**src/rtl/alu_multicycle.sv**
```systemverilog
// alu_multicycle: 32-bit ALU behind a valid/ready handshake on each side.
// Logic, add/sub and compare operations finish in one cycle. Shifts move one
// bit position per cycle, so a shift by n keeps the block busy for n cycles.
//
// Ports
//   clk        clock; all state updates on the rising edge
//   reset      synchronous, active-high reset
//   in_valid   request present on Operation/SrcA/SrcB
//   in_ready   block can accept a request this cycle (high only in IDLE)
//   Operation  4-bit operation code
//   SrcA       first operand
//   SrcB       second operand; shifts use SrcB[4:0] as the shift amount
//   out_valid  ALUResult/Zero/Illegal hold a completed result (high only in DONE)
//   out_ready  consumer accepts the result this cycle
//   ALUResult  registered result
//   Zero       registered, 1 when ALUResult == 0
//   Illegal    registered, 1 when the accepted Operation is unencoded
module alu_multicycle (
    input  logic        clk,
    input  logic        reset,
    input  logic        in_valid,
    output logic        in_ready,
    input  logic [3:0]  Operation,
    input  logic [31:0] SrcA,
    input  logic [31:0] SrcB,
    output logic        out_valid,
    input  logic        out_ready,
    output logic [31:0] ALUResult,
    output logic        Zero,
    output logic        Illegal
);

    typedef enum logic [1:0] {IDLE, SHIFT, DONE} state_t;

    localparam logic [3:0] OP_SLL = 4'b0100;
    localparam logic [3:0] OP_SRL = 4'b0101;
    localparam logic [3:0] OP_SRA = 4'b0111;

    state_t      state;
    logic [3:0]  op_q;
    logic [31:0] work;
    logic [4:0]  cnt;

    logic [32:0] eval;
    logic [31:0] shift_next;

    function automatic logic is_shift(input logic [3:0] op);
        return (op == OP_SLL) || (op == OP_SRL) || (op == OP_SRA);
    endfunction

    // One bit position of the serial shifter.
    function automatic logic [31:0] shift_one(input logic [3:0] op, input logic [31:0] v);
        logic [31:0] r;
        case (op)
            OP_SLL:  r = v << 1;
            OP_SRL:  r = v >> 1;
            default: r = {v[31], v[31:1]};
        endcase
        return r;
    endfunction

    // Single-cycle evaluation; returns {illegal, result}. Shift codes only
    // reach here with a zero shift amount, so they pass SrcA through.
    function automatic logic [32:0] alu_eval(input logic [3:0] op,
                                             input logic [31:0] a,
                                             input logic [31:0] b);
        logic signed [31:0] sa;
        logic signed [31:0] sb;
        logic [31:0]        r;
        logic               ill;
        sa  = a;
        sb  = b;
        r   = '0;
        ill = 1'b0;
        case (op)
            4'b0000: r = a & b;
            4'b0001: r = a | b;
            4'b0010: r = a + b;
            4'b0011: r = a ^ b;
            4'b0110: r = a - b;
            4'b0100,
            4'b0101,
            4'b0111: r = a;
            4'b1000: r = {31'd0, a == b};
            4'b1001: r = {31'd0, sa >= sb};
            4'b1100: r = {31'd0, sa < sb};
            default: ill = 1'b1;
        endcase
        return {ill, r};
    endfunction

    always_comb begin
        eval       = alu_eval(Operation, SrcA, SrcB);
        shift_next = shift_one(op_q, work);
    end

    always_ff @(posedge clk) begin
        if (reset) begin
            state     <= IDLE;
            in_ready  <= 1'b1;
            out_valid <= 1'b0;
            ALUResult <= '0;
            Zero      <= 1'b1;
            Illegal   <= 1'b0;
            cnt       <= '0;
            op_q      <= '0;
            work      <= '0;
        end else begin
            case (state)
                IDLE: begin
                    if (in_valid) begin
                        op_q     <= Operation;
                        work     <= SrcA;
                        in_ready <= 1'b0;
                        if (is_shift(Operation) && (SrcB[4:0] != 5'd0)) begin
                            cnt   <= SrcB[4:0];
                            state <= SHIFT;
                        end else begin
                            ALUResult <= eval[31:0];
                            Zero      <= (eval[31:0] == 32'd0);
                            Illegal   <= eval[32];
                            out_valid <= 1'b1;
                            state     <= DONE;
                        end
                    end
                end
                SHIFT: begin
                    work <= shift_next;
                    cnt  <= cnt - 5'd1;
                    // Last step: publish the shifted value directly.
                    if (cnt == 5'd1) begin
                        ALUResult <= shift_next;
                        Zero      <= (shift_next == 32'd0);
                        Illegal   <= 1'b0;
                        out_valid <= 1'b1;
                        state     <= DONE;
                    end
                end
                DONE: begin
                    if (out_ready) begin
                        out_valid <= 1'b0;
                        in_ready  <= 1'b1;
                        state     <= IDLE;
                    end
                end
                default: begin
                    state     <= IDLE;
                    in_ready  <= 1'b1;
                    out_valid <= 1'b0;
                end
            endcase
        end
    end

endmodule

```
**config.mk**
```make
export PLATFORM = sky130hd
export DESIGN_NAME = alu_multicycle
export DESIGN_NICKNAME = d
export VERILOG_FILES = /design/src/rtl/alu_multicycle.sv
export SDC_FILE = /design/constraint.sdc
export NUM_CORES = 1
export LEC_CHECK = 0
export CAP_MARGIN = 10
export CORE_UTILIZATION = 59
export CTS_CLUSTER_SIZE = 10
export DETAILED_ROUTE_END_ITERATION = 10
export GPL_TIMING_DRIVEN = 0
export PLACE_DENSITY = 0.93
export SYNTH_ARGS = -nofsm -noshare
export SYNTH_HDL_FRONTEND = slang
export SYNTH_SLANG_ARGS = --single-unit
```
**constraint.sdc**
```tcl
create_clock -name clk -period 4.65 [get_ports clk]
set_input_delay 0.93 -clock clk [delete_from_list [all_inputs] [get_ports clk]]
set_output_delay 0.93 -clock clk [all_outputs]
set_load 0.02 [all_outputs]
```
==> out/results.ini, run 1 <==
[global_routing]
grt-ovfl-total=0
grt_max_degree=15
grt_util_all_layers_pct=48.15
grt_pass1_wl_mm=65.00
antenna_found_initial=1
grt_pass1_vias=11610

[route]
wire_per_inst_microns=24.23
routed_via_density=7.126
wl_met2_mm=17.57
antenna_left=0
drc=0
vias=12610
m1WireLength_mm=15.80
routed.top_layer=met4
initialDrtViolationCount=2077
first_pass_iters=8
wl_met3_mm=6.133
drt_wl_total_mm=42.86

[synthesis]
syn_avg_cell_area_sq_um=6.973
synth_ff_type=dfxtp_1
synth_cell_types=92
seq_area_frac_synth_pct=16.01
synth_cells=1417
synth_area_sq_um=9881
syn_nets=1592
synth-edff-count=0
synthArstFlopShare_pct=0
ys_ff_latch=79
yosys_warnings=0

[min_path]
worst_hold_path_type=register to register
worstHoldStart=ALUResult[5]

[run_status]
violations=setup timing
status=finished, violations left

[place]
portBuffers=105
place_hpwl_mm=32.61
post-place-ws_ns=-1.071
gp_congestion=1.099

[critical_path]
path_class=input pin to register
r2r-start=cnt[0]
reg2reg_slack_ns=1.17
arrival_ns=4.96
worstPathMaxFanout=5
crit_required_ns=4.92
worst_setup_path_start_kind=input pin
critical_path.startpoint=SrcB[0]
setup.worst_path.end_class=register

[timing]
report.final.slew_viol_count=0
worst_pin_slew_ns=0.9185
whs_ns=0.4486
finalClockSkew_ns=0.006323
fin_crit_sh_pct=101.0
fin_ws_ns=-0.04715
period_minus_slack_ns=4.697
tns_ns=-0.04715
finalHoldViolations=0
setup_violations=1
relSlewSlack_pct=38.77
rsz0062_at_grt=true
fmax_ghz=0.2129

[clocking]
root_buffer=clkbuf_16
ctsHoldBuffers=0
cts_buffer_depth=2
cts_sinks=79
clkTransAtPathRegs_ns=0.06
clk_latency_ns=0.35
htree_levels=3
cts_tree=built
cts_buffers=9

[power_and_ir_drop]
power_mw=2.798
leakagePower_nw=4.760
power.density_nw_per_um2=233.9
peakVddDrop_v=0.0002249

[floorplan]
pin_count=108
rows=46
dieWidth_microns=131.4
core_sq_um=16120
initial_utilization_pct=61.31
dieArea_sq_um=17270
die_y_microns=131.4

[layout]
utilization_pct=74.24
layout-drive-gt1-share_pct=8.833
final_nets=1721
syn2layout_area_growth_pct=21.08

[job]
cap_violations=0

-- layout make-up --
type / instances / area, sq um
clock buffer: 10 / 229.0
sequential: 79 / 1582
antenna: 2 / 5.005
multi-input combinational: 1146 / 7904
timing repair buffer: 122 / 1175
fill: 1322 / 4151
buffer: 91 / 390.4
tap: 216 / 270.3
inverter: 97 / 364.1
clock inverter: 6 / 45.04
-- cell usage in the layout, fill, tap and decap left out, drive strengths merged, types with 10 or more instances in the layout --
| cell type | Yosys | layout |
|---|---|---|
| a211oi | 25 | 25 |
| a21o | 17 | 17 |
| a21oi | 149 | 149 |
| a221oi | 44 | 44 |
| a22oi | 21 | 21 |
| a31oi | 14 | 14 |
| and2 | 11 | 11 |
| buf | 20 | 34 |
| clkbuf | 75 | 84 |
| clkdlybuf4s50 | 0 | 89 |
| dfxtp | 79 | 79 |
| dlygate4sd2 | 0 | 12 |
| ha | 101 | 101 |
| inv | 96 | 97 |
| mux2i | 38 | 38 |
| nand2 | 113 | 113 |
| nand2b | 25 | 25 |
| nand3 | 24 | 24 |
| nand4 | 18 | 18 |
| nor2 | 184 | 184 |
| nor2b | 18 | 18 |
| nor3 | 38 | 38 |
| nor4 | 22 | 22 |
| o211ai | 20 | 20 |
| o21a | 11 | 11 |
| o21ai | 75 | 75 |
| o21bai | 13 | 13 |
| o221ai | 10 | 10 |
| o31ai | 16 | 16 |
-- worst max-delay path, cell delays in order --
cell and delay [ns]:
clkdlybuf4s15_1 0.34, ha_1 0.24, inv_1 0.06, fa_2 0.34
nor2b_2 0.18, o211ai_1 0.48, a21oi_4 0.18, o41ai_4 0.42
buf_4 0.18, nor4_2 0.04, or4b_4 0.53, a21boi_4 0.19
o32ai_4 0.13, nor4_2 0.28, nand4_1 0.19, o31ai_2 0.23
-- synth_stat cells (all sizes together), types with 8 or more instances --
| cell type | count | area [sq um] |
|---|---|---|
| a221oi | 44 | 391.6 |
| or2 | 9 | 56.31 |
| a21oi | 149 | 745.7 |
| or3 | 8 | 50.05 |
| inv | 96 | 360.3 |
| nand2b | 25 | 156.4 |
| nor2b | 18 | 120.1 |
| clkbuf | 75 | 281.5 |
| o31ai | 16 | 125.1 |
| o221ai | 10 | 87.58 |
| dfxtp | 79 | 1582 |
| o21ai | 75 | 375.4 |
| a31oi | 14 | 87.58 |
| o211ai | 20 | 150.1 |
| o21bai | 13 | 97.59 |
| nand4 | 18 | 112.6 |
| buf | 20 | 93.83 |
| nor2 | 184 | 690.7 |
| o21a | 11 | 82.58 |
| ha | 101 | 1264 |
| nor4 | 22 | 150.1 |
| nand2 | 113 | 424.2 |
| a21o | 17 | 127.6 |
| mux2i | 38 | 380.4 |
| nand3 | 24 | 120.1 |
| a22oi | 21 | 157.7 |
| and2 | 11 | 68.82 |
| a211oi | 25 | 197.7 |
| nor3 | 38 | 195.2 |
| o22ai | 9 | 56.30 |
| a2111oi | 9 | 85.08 |
-- final timing paths --
path                                     end  depth (start not counted)
worst max-delay path                    Zero                         16
worst min-delay path            ALUResult[5]                          2
worst max register to register          Zero                         11
worst min register to register  ALUResult[5]                          2
-- power breakdown --
part           leakage, nW  total, mW  internal, mW  switching [mW]
clock                0.125      0.666         0.363           0.303
sequential           0.647      0.778         0.728          0.0495
combinational         3.99       1.35         0.498           0.856
total                 4.76       2.80          1.59            1.21
-- logic make-up after synthesis --
logic type	share of synthesized area (%)
AOI/OAI and AO/OA	34.34
xor gates and xnor gates	0.5318
adders and majority gates	13.19
buffers and inverters	7.484
DFF	16.01
muxes	4.191
and+or+nand+nor	24.25
-- registers in the layout, indices dropped and copies added, names as in the netlist --
| name | cells |
|---|---|
| state | 2 |
| Illegal | 1 |
| Zero | 1 |
| ALUResult | 32 |
| out_valid | 1 |
| in_ready | 1 |
| cnt | 5 |
| work | 32 |
| op_q | 4 |
-- timing repair --
action                     4_1_cts  5_1_grt
resized for setup               44       70
buffers inserted                 6       11
pin swaps                       12       19
setup endpoints to repair       26       25
-- per-layer routing --
layer	up-vias	global-route usage, %
li1	5472	-
met1	5769	61.40
met2	1101	71.75
met3	264	13.00
met4	0	29.65
met5	-	0
-- per-stage QoR --
| stage | std cells | instance area (sq um) |
|---|---|---|
| 2_1_floorplan | 1417 | 9881 |
| 3_3_place_gp | 1738 | 11200 |
| 3_5_place_dp | 1738 | 11200 |
| 4_1_cts | 1758 | 11640 |
| 5_1_grt | 1768 | 11960 |
| 6_report | 1769 | 11960 |
No activity file was read; power rests on OpenSTA's default activity.
==> run 2, diff against run 1 <==
- ABC_CLOCK_PERIOD_IN_PS: not set -> 4650
- TNS_END_PERCENT: not set -> 100
==> results of run 2 <==
Final layout, timing and power as in run 1 (identical DEF).
